**src/rtl/biquad_coef_loader.sv**
```systemverilog
// Byte-stream coefficient loader feeding the biquad parameter port; frames are shadowed, then written on ready.
// Define BIQUAD_LOADER_CHECKSUM_EN to require a trailing XOR checksum byte per frame.
module biquad_coef_loader #(
  parameter int         data_width  = 16,
  parameter logic [7:0] HEADER_BYTE = 8'hB1,
  parameter int         NUM_COEFS   = 5
) (
  input  logic                  clk,
  input  logic                  reset,
  input  logic [7:0]            byte_in,
  input  logic                  byte_valid,
  output logic                  byte_ready,
  input  logic                  biquad_ready,
  output logic [data_width-1:0] param_in,
  output logic [2:0]            param_target,
  output logic                  write_param,
  output logic                  commit_busy,
  output logic                  frame_done,
  output logic                  frame_error
);

  localparam int              BYTES_PER_COEF = data_width / 8;
  localparam int              POS_W    = (BYTES_PER_COEF > 1) ? $clog2(BYTES_PER_COEF) : 1;
  localparam logic [POS_W-1:0] LAST_POS = POS_W'(BYTES_PER_COEF - 1);
  localparam logic [3:0]      LAST_IDX = 4'(NUM_COEFS - 1);

  typedef enum logic [2:0] {
    IDLE,
    COLLECT,
`ifdef BIQUAD_LOADER_CHECKSUM_EN
    CHECK,
`endif
    COMMIT,
    DONE
  } state_t;

  state_t                state, state_next;
  logic [data_width-1:0] shadow [NUM_COEFS];
  logic [3:0]            coef_idx;
  logic [POS_W-1:0]      byte_pos;
  logic [data_width-1:0] cur_shadow, next_coef, shifted;
  logic                  accept, last_byte;
  logic                  err_pulse;

`ifdef BIQUAD_LOADER_CHECKSUM_EN
  logic [7:0] run_sum, rx_sum;
  logic       sum_ok;
  assign sum_ok    = (run_sum == rx_sum);
  assign last_byte = (coef_idx == 4'(NUM_COEFS));
`else
  assign last_byte = (coef_idx == LAST_IDX) && (byte_pos == LAST_POS);
`endif

  assign byte_ready = !reset && (state == IDLE || state == COLLECT);
  assign accept     = byte_valid && byte_ready;

  // coef_idx doubles as the collect pointer and the commit pointer
  always_comb begin
    cur_shadow = '0;
    next_coef  = '0;
    for (int i = 0; i < NUM_COEFS; i++) begin
      if (coef_idx == 4'(i)) cur_shadow = shadow[i];
      if (coef_idx + 4'd1 == 4'(i)) next_coef = shadow[i];
    end
    shifted = (cur_shadow << 8) | data_width'(byte_in);
  end

  always_ff @(posedge clk) begin
    if (reset) state <= IDLE;
    else       state <= state_next;
  end

  always_comb begin
    state_next  = state;
    write_param = 1'b0;
    commit_busy = 1'b0;
    frame_done  = 1'b0;
    err_pulse   = 1'b0;
    case (state)
      IDLE: begin
        if (accept && byte_in == HEADER_BYTE) state_next = COLLECT;
      end
      COLLECT: begin
`ifdef BIQUAD_LOADER_CHECKSUM_EN
        if (accept && last_byte) state_next = CHECK;
`else
        if (accept && last_byte) state_next = COMMIT;
`endif
      end
`ifdef BIQUAD_LOADER_CHECKSUM_EN
      CHECK: begin
        err_pulse  = !sum_ok;
        state_next = sum_ok ? COMMIT : IDLE;
      end
`endif
      COMMIT: begin
        commit_busy = 1'b1;
        write_param = biquad_ready;
        if (biquad_ready && coef_idx == LAST_IDX) state_next = DONE;
      end
      DONE: begin
        frame_done = 1'b1;
        state_next = IDLE;
      end
      default: state_next = IDLE;
    endcase
    if (reset) begin
      write_param = 1'b0;
      commit_busy = 1'b0;
      frame_done  = 1'b0;
      err_pulse   = 1'b0;
    end
  end

`ifdef BIQUAD_LOADER_CHECKSUM_EN
  assign frame_error = err_pulse;
`else
  assign frame_error = 1'b0;
`endif

  // param_in/param_target are preloaded for index 0 and then advance only on each strobe
  always_ff @(posedge clk) begin
    if (reset) begin
      coef_idx     <= '0;
      byte_pos     <= '0;
      param_in     <= '0;
      param_target <= '0;
      for (int i = 0; i < NUM_COEFS; i++) shadow[i] <= '0;
`ifdef BIQUAD_LOADER_CHECKSUM_EN
      run_sum      <= '0;
      rx_sum       <= '0;
`endif
    end else begin
      case (state)
        IDLE: begin
          if (accept && byte_in == HEADER_BYTE) begin
            coef_idx <= '0;
            byte_pos <= '0;
`ifdef BIQUAD_LOADER_CHECKSUM_EN
            run_sum  <= '0;
`endif
          end
        end
        COLLECT: begin
          if (accept) begin
            if (coef_idx < 4'(NUM_COEFS)) begin
              for (int i = 0; i < NUM_COEFS; i++)
                if (coef_idx == 4'(i)) shadow[i] <= shifted;
`ifdef BIQUAD_LOADER_CHECKSUM_EN
              run_sum <= run_sum ^ byte_in;
`endif
              if (byte_pos == LAST_POS) begin
                byte_pos <= '0;
                coef_idx <= coef_idx + 4'd1;
              end else begin
                byte_pos <= byte_pos + POS_W'(1);
              end
            end
`ifdef BIQUAD_LOADER_CHECKSUM_EN
            else rx_sum <= byte_in;
`else
            if (last_byte) begin
              coef_idx     <= '0;
              param_target <= 3'd0;
              param_in     <= (NUM_COEFS == 1) ? shifted : shadow[0];
            end
`endif
          end
        end
`ifdef BIQUAD_LOADER_CHECKSUM_EN
        CHECK: begin
          coef_idx     <= '0;
          param_target <= 3'd0;
          param_in     <= shadow[0];
        end
`endif
        COMMIT: begin
          if (biquad_ready && coef_idx != LAST_IDX) begin
            coef_idx     <= coef_idx + 4'd1;
            param_target <= param_target + 3'd1;
            param_in     <= next_coef;
          end
        end
        default: ;
      endcase
    end
  end

endmodule

```
**config.mk**
```make
export PLATFORM = sky130hd
export DESIGN_NAME = biquad_coef_loader
export DESIGN_NICKNAME = d
export VERILOG_FILES = /design/src/rtl/biquad_coef_loader.sv
export SDC_FILE = /design/constraint.sdc
export NUM_CORES = 1
export LEC_CHECK = 0
export CAP_MARGIN = 20
export CORE_UTILIZATION = 30
export DETAILED_ROUTE_END_ITERATION = 10
export PLACE_DENSITY_LB_ADDON = 0.2
export SLEW_MARGIN = 25
export SYNTH_ARGS = -nofsm -noshare
export SYNTH_HDL_FRONTEND = slang
export SYNTH_SLANG_ARGS = --single-unit
```
**constraint.sdc**
```tcl
create_clock -name clk -period 4.6 [get_ports clk]
set_input_delay 0.92 -clock clk [delete_from_list [all_inputs] [get_ports clk]]
set_output_delay 0.92 -clock clk [all_outputs]
set_load 0.02 [all_outputs]
```
After elaboration in Yosys (flattened, before gate mapping)
Memories as Yosys holds them, arrays and structs flattened.
Cells that the tools add are included.
{"block": "op_classes", "eq_ne": 22, "n_bitwise": 6, "n_reduce_logical": 19, "n_lt_le_gt_ge": 1, "n_addsub": 3, "n_mux": 77}
{"cell": "2-to-1 mux 16 bit", "n": 13}
{"cell": "2-to-1 mux 1 bit", "n": 42}
{"cell": "2-to-1 mux 8 bit", "n": 5}
{"cell": "case mux 16 bit (2 select lines)", "n": 1}
{"cell": "2-to-1 mux 4 bit", "n": 6}
{"cell": "2-to-1 mux 3 bit", "n": 6}
{"cell": "== test 4 x 2 -> 1 bit, second input constant", "n": 4}
{"cell": "OR 16 x 8 -> 16 bit", "n": 1}
{"cell": "case mux 4 bit (3 select lines)", "n": 1}
{"cell": "case mux 3 bit (3 select lines)", "n": 1}
{"cell": "== test 4 x 1 -> 1 bit, second input constant", "n": 2}
{"cell": "== test 4 x 3 -> 1 bit, second input constant", "n": 2}
{"cell": "== test 8 bit, second input constant", "n": 1}
{"cell": "zero test 4 bit", "n": 2}
{"cell": "!= test 2 bit, second input constant", "n": 4}
{"cell": "AND reduction 4 bit", "n": 2}
{"cell": "logical AND 1 bit", "n": 7}
{"cell": "== test 3 x 2 -> 1 bit, second input constant", "n": 2}
{"cell": "!= test 2 x 1 -> 1 bit, second input constant", "n": 3}
{"cell": "case mux 3 bit (2 select lines)", "n": 1}
{"cell": "AND reduction 6 bit", "n": 1}
{"cell": "OR 1 bit", "n": 5}
{"cell": "adder 4 x 1 -> 4 bit, second input constant", "n": 1}
{"cell": "< comparator 4 x 3 -> 1 bit, second input constant", "n": 1}
{"cell": "13 further kinds", "n": 14}
{"block": "totals", "ram_bits": 80, "regBits": 27, "n_memories": 1, "out_inout_bits": 24}
{"name": "shadow", "words": 5, "width": 16, "rd": 5, "rd_ports_with_merged_regs": 0, "wr": 5, "line": "38", "source": "logic [data_width-1:0] shadow [NUM_COEFS];"}

Depth between registers and ports, before layout
Gate-level depths: netlist of run 1.
{"block": "depth", "depth_word": 9, "mapped_depth": 9}

Least setup slack after synthesis of run 1
OpenSTA, ideal clock, no wires.
{"block": "synth_path", "kind": "reg2reg", "startpoint": "register coef_idx[0]", "endpoint": "memory shadow[4][0] (netlist: shadow[0][64]) (enable)", "setup_ns": 0.411, "synth_period_minus_slack_ns": 2.911, "stages_incl_launch_ff": 8, "t_arrival_ns": 2.500, "slack_ns": 1.689, "required_ns": 4.189, "cell_sequence": "dfxtp_1 -> inv_1 -> ha_1 -> buf_2 -> and3b_4 -> buf_2 -> nand2_1 -> o21ai_0"}
{"item": "start, declared", "line": "39", "source": "logic [3:0] coef_idx;"}
{"item": "start signal, assigned", "line": "154", "source": "coef_idx <= coef_idx + 4'd1;"}
{"item": "start signal, assigned", "line": "179", "source": "coef_idx <= coef_idx + 4'd1;"}
{"item": "end, declared", "line": "38"}

Worst setup path in the final report of run 1
{"block": "layout_path", "startpoint": "input reset", "endpoint": "output write_param"}
{"block": "layout_via", "elab_chain_cells": 1}
{"item": "start, declared", "line": "9", "source": "input logic reset,"}
{"item": "2-to-1 mux 1 bit", "line": "107", "source": "if (reset) begin"}
{"item": "end, declared", "line": "16", "source": "output logic write_param,"}
Every way passes these cells.

==> results_dict.tcl, run 1 <==
set metrics [dict create \
    synth.area.top_cells "edfxtp_1, dfxtp_1, a21oi_1" \
    htree_levels 3 \
    drive_above_1_share_pct 9.17 \
    setup_slack_ps 1160 \
    p_per_area_mw_per_mm2 332 \
    wirelength_mm 13.6 \
    ys_async_sr_fraction_pct 0 \
    yosysTopAreaCellShare_pct 46.6 \
    tightestPinTransition_ps 1010 \
    die_w_um 133 \
    ys_types 58 \
    syn_area_mm2 0.00516 \
    cp.required_ps 3680 \
    routed_via_density 5.30 \
    avgSynthCellArea_um2 11.4 \
    syn_inst 451 \
    nNetsFinal 499 \
    fp.dieH_um 133 \
    cp-end-kind "output pin" \
    clkTransAtPathRegs_ps 80 \
    holdCritPathClass "reg -> reg" \
    ir_worst_vdd_v 0.000156 \
    post_cts_buffers 0 \
    hold_violations 0 \
    core-area_mm2 0.0167 \
    gp_congestion 0.801 \
    yosysSeqAreaShare_pct 56.6 \
    io_pins 36 \
    place_ws_ps 1130 \
    syn_nets 475 \
    cts_tree "yes" \
    rsz0062_at_grt "no" \
    clk_latency_ps 360 \
    fin_util_pct 36.0 \
    dieArea_mm2 0.0177 \
    area_growth_pct 16.5 \
    tns_ps 0 \
    setup_viol 0 \
    grt_pass1_vias 3641 \
    row_count 47 \
    cts_buffers 9 \
    cp_max_fo 30 \
    yosysTopAreaCell "edfxtp_1" \
    relSlewSlack_pct 32.3 \
    ys.flop_type "edfxtp_1" \
    yosys_warnings 0 \
    crit_path_start_kind "primary input" \
    remaining_drc_errors 0 \
    fin_cells 700 \
    place_inst 684 \
    synth_edf_count 80 \
    post-route-period-util_pct 74.9 \
    antenna_found_initial 0 \
    crit_type "in -> out" \
    p_leak_uw 0.00203 \
    cts_sinks 106 \
    grt_pass1_wl_mm 21.1 \
    ant_nets 0 \
    drtIter0Drc 364 \
    detailed_place_hpwl_mm 8.37 \
    synth_seq_cells 106 \
    fin_skew_ps 7.37 \
    status "completed" \
    hold_buffers 0 \
    grt_overflow 0 \
    arrival_ps 2520 \
    clockBufferDepth 2 \
    root_buffer "clkbuf_16" \
    grt_start_max_net_pins 46 \
    slew_viol_final 0 \
    fillers 1667 \
    cts_resized 0 \
    min_period_ps 3440 \
    io_buffer_count 34 \
    timing.fmax_ghz 0.290 \
    post_drt_wl_per_cell_um 19.4 \
    drv_cap 0 \
    vias 3711 \
    start_util_pct 30.9 \
    design_power_total_uw 1990 \
    drt_pass1_iterations 8 \
    antennaDiodeCount 0 \
    grt_use_total_pct 16.0 \
]
==> Yosys cell counts (2+ instances only) <==
master	n
o211a_1	13
nor3_1	4
nand3b_1	14
a22o_1	3
ha_1	12
a222oi_1	8
nor2_1	20
nor2b_1	3
and2_1	8
a221o_1	3
nor3_2	3
buf_2	7
edfxtp_1	80
nand2_1	51
o21ai_2	2
and3b_1	9
o211ai_1	2
clkbuf_1	15
buf_6	5
dfxtp_1	26
or3_1	4
a31oi_1	3
nor3_4	3
o21ai_1	17
mux2i_1	2
buf_4	2
inv_1	13
o21ai_0	16
a22oi_1	16
a21oi_1	47
o22ai_1	13
==> path summary, 6_finish.rpt <==
path	start	to	slack (ps)	cells after the start
min	shadow[0][74]	param_in[10]	480	1
min reg2reg	shadow[0][74]	param_in[10]	480	1
max	reset	write_param	1160	5
max reg2reg	coef_idx[0]	param_in[14]	1510	7
==> power breakdown <==
group | switching, uW | internal, uW
Combinational | 50.5 | 30.2
Clock | 361 | 486
Sequential | 13.5 | 1050
Total | 425 | 1570
==> logic make-up after synthesis <==
| logic type | Yosys count | synth area share [%] |
|---|---|---|
| xor gates and xnor gates | 2 | 0.340 |
| and+or+nand+nor | 133 | 15.8 |
| AOI/OAI and AO/OA | 150 | 19.4 |
| other | 1 | 0.0727 |
| buffers and inverters | 45 | 4.51 |
| muxes | 2 | 0.388 |
| adders and majority gates | 12 | 2.91 |
| DFF | 106 | 56.6 |
==> placed cells by master (no fill, tap or decap), types with 4 or more instances in the layout <==
cell type	count
edfxtp_1	80
nand2_1	51
a21oi_1	47
clkdlybuf4s50_1	34
dfxtp_1	26
nor2_1	20
o21ai_1	18
a22oi_1	16
o21ai_0	15
nand3b_1	14
inv_1	13
o211a_1	13
o22ai_1	13
ha_1	12
buf_4	10
and3b_1	9
clkbuf_16	9
a222oi_1	8
and2_1	8
nor3_1	4
or3_1	4
==> critical path, cell delays in order <==
cell,delay [ps]
clkdlybuf4s50_1,450
buf_4,350
nor2b_1,100
and2_1,170
clkdlybuf4s50_1,530
==> flip-flops by register name, indices dropped and copies added (netlist names) <==
| name | flops |
|---|---|
| state | 2 |
| param_in | 16 |
| shadow | 80 |
| param_target | 3 |
| byte_pos | 1 |
| coef_idx | 4 |
==> through the flow <==
step           cell area [um^2]  hold slack [ps]
3_5_place_dp               5680              473
6_report                   6010              479
5_1_grt                    6010              493
3_3_place_gp               5680              459
2_1_floorplan              5160              449
4_1_cts                    6010              482
==> cell type report <==
type	instances	area, um^2	area share, %
Multi-Input combinational cell	300	2020	33.5
Clock inverter	6	98.8	1.64
Inverter	14	52.6	0.874
Sequential cell	106	2920	48.6
Clock buffer	10	229	3.81
Tap cell	220	275	4.58
Timing Repair Buffer	44	415	6.91
==> metal layers <==
layer / track usage (%) / share of wire (%) / vias to the layer above
met2: 25.3 / 47 / 132
met3: 3.54 / 6.0 / 18
li1: - / - / 1752
met4: 6.06 / 1.9 / 0
met5: 0 / 0 / -
met1: 21.3 / 45 / 1809
Power figures use the tool's default switching activity.
==> inputs of run 2 (changes only) <==
Clock period 4.6 ns to 2.9 ns, I/O delays scaled along.
==> run 2 against run 1 <==
Die area did not move. Setup slack worse by 920 ps. Sequential share of layout area shrank 1.2 points. Via count is 3.9% higher. First-iteration DRC count fell by 26%. Count of clock-buffer cells in the layout did not move. Register-to-register slack got worse by 1300 ps. Clock power up 48%. Clock skew decreased by 1.2 ps.
==> results_dict.tcl, run 2 (synthesis results as in run 1) <==
set metrics [dict create \
    place_ws_ps 142 \
    clockBufferDepth 2 \
    crit_path_start_kind "flop" \
    wirelength_mm 13.9 \
    p_leak_uw 0.00214 \
    multi_input_area_mm2 0.00201 \
    rsz0062_at_grt "yes" \
    timing.fmax_ghz 0.376 \
    setup_slack_ps 241 \
    antennaDiodeCount 0 \
    io_pins 36 \
    ir_worst_vdd_v 0.000263 \
    vias 3855 \
    post-route-period-util_pct 91.7 \
    regMostFlops "shadow" \
    crit_family "adder cells" \
    drive_above_1_share_pct 13.2 \
    cp-end-kind "flop" \
    holdPathStages 1 \
    clk_latency_ps 360 \
    reg2reg_setup_slack_ps 240 \
    detailed_place_hpwl_mm 9.11 \
    p_per_area_mw_per_mm2 501 \
    cts_sinks 106 \
    area_growth_pct 19.4 \
    grt_use_total_pct 16.5 \
    use_met1_pct 21.0 \
    fp.dieH_um 133 \
    start_util_pct 30.9 \
    slew_viol_final 0 \
    cp_max_fo 16 \
    cts_buffers 9 \
    root_buffer "clkbuf_16" \
    status "completed" \
    fillers 1635 \
    timing.rr.end "shadow[0][12]" \
    clkTransAtPathRegs_ps 70 \
    nNetsFinal 520 \
    remaining_drc_errors 0 \
    io_buffer_count 34 \
    crit-reg2reg-launch "coef_idx[0]" \
    setup_viol 0 \
    cp_slowest_stage_delay_ps 720 \
    drt_pass1_iterations 5 \
    cpMaxStageDelayCell "ha_1" \
    relSlewSlack_pct 49.2 \
    crit_type "reg -> reg" \
    dieArea_mm2 0.0177 \
    tns_ps 0 \
    final_common_cell "edfxtp_1" \
    die_w_um 133 \
    use_met2_pct 27.0 \
    grt_overflow 0 \
    antenna_found_initial 0 \
    busiest_layer "met2" \
    drtIter0Drc 269 \
    path_buf_inv 0 \
    hold_violations 0 \
    drv_cap 0 \
    min_period_ps 2660 \
    largest_reg_flops 80 \
    reg_top3 "shadow x80, param_in x16, coef_idx x4" \
    cp.required_ps 2970 \
    hold_buffers 0 \
    seq_area_mm2 0.00292 \
    arrival_ps 2730 \
    gr-usage-met3_pct 3.27 \
    holdCritPathClass "reg -> reg" \
    final_cell_area_mm2 0.00616 \
    htree_levels 3 \
    post_drt_wl_per_cell_um 19.3 \
    core-area_mm2 0.0167 \
    routed_via_density 5.35 \
    path_cells "ha_1, and3b_1, a21oi_1, o21ai_0, a222oi_1, nor2_1" \
    grt_pass1_wl_mm 21.7 \
    post_dp_cell_area_mm2 0.00585 \
    grt_start_max_net_pins 31 \
    ff2ff_path_depth 6 \
    tightestPinTransition_ps 762 \
    cts_tree "yes" \
    fin_skew_ps 6.13 \
    grt_pass1_vias 3810 \
    gp_congestion 0.803 \
    ant_nets 0 \
    final_cell_mix "edfxtp_1, nand2_1, a21oi_1" \
    hp-start "shadow[0][72]" \
    row_count 47 \
    holdPathEnd "param_in[8]" \
]
## run 2: worst register-to-register path: cells and delay by family (launching register included)
kind                     cells  cell delay [ps]
AO/OA/AOI/OAI                3              680
adder cells (fa/ha/maj)      1              720
flip-flops                   1              530
AND/OR/NAND/NOR              2              450
## run 2: report_power, final
part	switching [uW]	total, uW	internal (uW)
combinational	83.2	140	57.1
clock	570	1250	681
sequential	22.1	1690	1670
total	675	3080	2410
## run 2: worst max path at each step
stage / cells after the start / startpoint / to
3_3_place_gp: 6 / coef_idx[0] / shadow[0][76]
2_1_floorplan: 7 / coef_idx[0] / shadow[0][64]
3_5_place_dp: 7 / reset / coef_idx[2]
5_1_grt: 6 / coef_idx[0] / shadow[0][18]
4_1_cts: 6 / coef_idx[0] / shadow[0][60]
6_report: 6 / coef_idx[0] / shadow[0][12]
## run 2: layout make-up
| class | count | area share [%] |
|---|---|---|
| multi-input cells | 300 | 32.6 |
| inverters | 14 | 0.853 |
| flip-flops and latches | 106 | 47.5 |
| well taps | 220 | 4.47 |
| clock inverters | 6 | 1.20 |
| clock buffers | 10 | 3.72 |
| repair buffers | 65 | 9.71 |
## run 2: per-layer routing
metal  share of wire (%)  up-vias
li1                    -     1798
met1                  46     1907
met2                  47      122
met3                 4.2       28
met4                 2.7        0
met5                   0        -
## run 2: timing repair
action | in CTS | in global routing
setup endpoints to repair | 0 | 14
setup buffers | 0 | 0
resized for setup | 0 | 1
## run 2: stage by stage
stage               cells  total power (uW)  hold WS [ps]  util (%)
floorplan             451              1800           449         -
detailed placement    705              1870           473      35.0
finish                721              3080           481      36.9
global placement      705              1870           466      35.0
global route          721              3190           519      36.9
CTS                   721              3110           487      36.9
==> inputs of run 3 (changes only) <==
==> constraint.sdc (replaced) <==
create_clock -name clk -period 2.9 [get_ports clk]
set_input_delay 0.29 -clock clk [delete_from_list [all_inputs] [get_ports clk]]
set_output_delay 0.29 -clock clk [all_outputs]
set_load 0.02 [all_outputs]
==> run 3 against run 2 <==
Setup slack improved by 45 ps. Non-clock buffer count fell by 9. Core utilization fell by 0.52 points. First-iteration DRC count fell by 7.1%. Count of clock-buffer cells in the layout rose by 1. Cell area fell by 1.4%. Combinational power fell by 3%. Largest power group unchanged.
==> results_dict.tcl, run 3 (synthesis results as in run 1) <==
set metrics [dict create \
    status "completed" \
    tightestPinTransition_ps 986 \
    grt_pass1_vias 3706 \
    clkTransAtPathRegs_ps 70 \
    antenna_found_initial 0 \
    post_drt_wl_per_cell_um 19.8 \
    row_count 47 \
    net-switching-power_uw 646 \
    drtIter0Drc 250 \
    area_growth_pct 17.7 \
    place_inst 696 \
    clkPwrFrac_pct 39.8 \
    cts_sinks 106 \
    die_w_um 133 \
    crit_path_start_kind "flop" \
    clockBufferDepth 2 \
    crit-reg2reg-launch "coef_idx[1]" \
    ant_nets 0 \
    p_per_area_mw_per_mm2 501 \
    reg2reg_setup_slack_ps 290 \
    post_dp_cell_area_mm2 0.00579 \
    final_common_cell "edfxtp_1" \
    tns_ps 0 \
    post-route-period-util_pct 90.1 \
    fin_skew_ps 9.73 \
    grt_pass1_wl_mm 21.6 \
    clk_latency_ps 350 \
    grt_overflow 0 \
    rsz0062_at_grt "no" \
    regMostFlops "shadow" \
    timing.fmax_ghz 0.383 \
    timing.rr.end "param_in[3]" \
    arrival_ps 2880 \
    p_leak_uw 0.00209 \
    setup_slack_ps 286 \
    routed_via_density 5.22 \
    drt_pass1_iterations 5 \
    fin_cells 712 \
    root_buffer "clkbuf_16" \
    largest_reg_flops 80 \
    fp.dieH_um 133 \
    hold_violations 0 \
    grt_use_total_pct 16.6 \
    cp-end-kind "flop" \
    hold_buffers 0 \
    io_pins 36 \
    cp.required_ps 3170 \
    reg_top3 "shadow x80, param_in x16, coef_idx x4" \
    setup.worst_path.end "param_in[3]" \
    nNetsFinal 511 \
    crit_type "reg -> reg" \
    core-area_mm2 0.0167 \
    start_util_pct 30.9 \
    vias 3719 \
    cts_resized 0 \
    dieArea_mm2 0.0177 \
    worstSetupStartpoint "coef_idx[1]" \
    gp_congestion 0.748 \
    htree_levels 3 \
    antennaDiodeCount 0 \
    ir_worst_vdd_v 0.000362 \
    wirelength_mm 14.1 \
    drv_cap 0 \
    cts_tree "yes" \
    remaining_drc_errors 0 \
    slew_viol_final 0 \
    io_buffer_count 34 \
    min_period_ps 2610 \
    p_comb_share_pct 4.5 \
    seqPwrFrac_pct 55.7 \
    final_cell_area_mm2 0.00607 \
    holdCritPathClass "reg -> reg" \
    grt_start_max_net_pins 34 \
    cp_max_fo 12 \
    relSlewSlack_pct 34.3 \
    internal_power_uw 2390 \
    drive_above_1_share_pct 11.0 \
    ff2ff_path_depth 8 \
    final_cell_mix "edfxtp_1, nand2_1, a21oi_1" \
    netSwitchingFraction_pct 21.3 \
    cts_buffers 9 \
    setup_viol 0 \
    detailed_place_hpwl_mm 8.81 \
    whs_ps 482 \
    post_cts_buffers 0 \
    place_ws_ps 301 \
]
-- run 3: cell types whose count changed in the layout (fill, tap and decap cells not counted), sizes merged --
cell,delta
buf,-9
clkinv,+2
clkinvlp,-2
clkbuf,+1
inv,-1
-- run 3: routing by layer --
| metal | global-route usage, % | part of all wire [%] | vias to the layer above |
|---|---|---|---|
| li1 | - | - | 1775 |
| met1 | 21.3 | 45 | 1852 |
| met2 | 28.0 | 49 | 75 |
| met3 | 2.44 | 3.2 | 17 |
| met4 | 6.88 | 1.9 | 0 |
| met5 | 0 | 0 | - |
-- run 3: area by class of cell --
class | instances | area [um^2]
well taps | 220 | 275
fillers | 1672 | 10600
clock buffers | 11 | 233
repair buffers | 56 | 531
flip-flops and latches | 106 | 2920
clock inverters | 5 | 52.6
multi-input cells | 300 | 2000
inverters | 14 | 52.6
-- run 3: critical path: stages, from the launching register on --
cell and delay, ps:
dfxtp_1 410, inv_1 170, ha_1 320, and3b_4 400, nor3_2 120, nor2_1 510, buf_4 340, a22oi_1 90
o22ai_1 170
-- run 3: worst min path at each step --
stage	from	endpoint	cells past startpoint
floorplan	shadow[0][74]	param_in[10]	1
CTS	shadow[0][74]	param_in[10]	1
global route	shadow[0][73]	param_in[9]	1
global placement	shadow[0][73]	param_in[9]	1
finish	shadow[0][74]	param_in[10]	1
detailed placement	shadow[0][72]	param_in[8]	1
-- run 3: through the flow --
stage | total power, uW | utilization (%)
2_1_floorplan | 1800 | -
3_3_place_gp | 1860 | 34.6
3_5_place_dp | 1860 | 34.6
4_1_cts | 3060 | 36.4
5_1_grt | 3140 | 36.4
6_report | 3040 | 36.4
-- run 3: power groups by stage --
stage	Combinational, uW	Clock [uW]	Sequential [uW]
after global placement	139	0	1730
final	136	1210	1690
after floorplan	82.0	0	1720
after CTS	139	1230	1690
after global routing	150	1290	1700
after detailed placement	139	0	1730
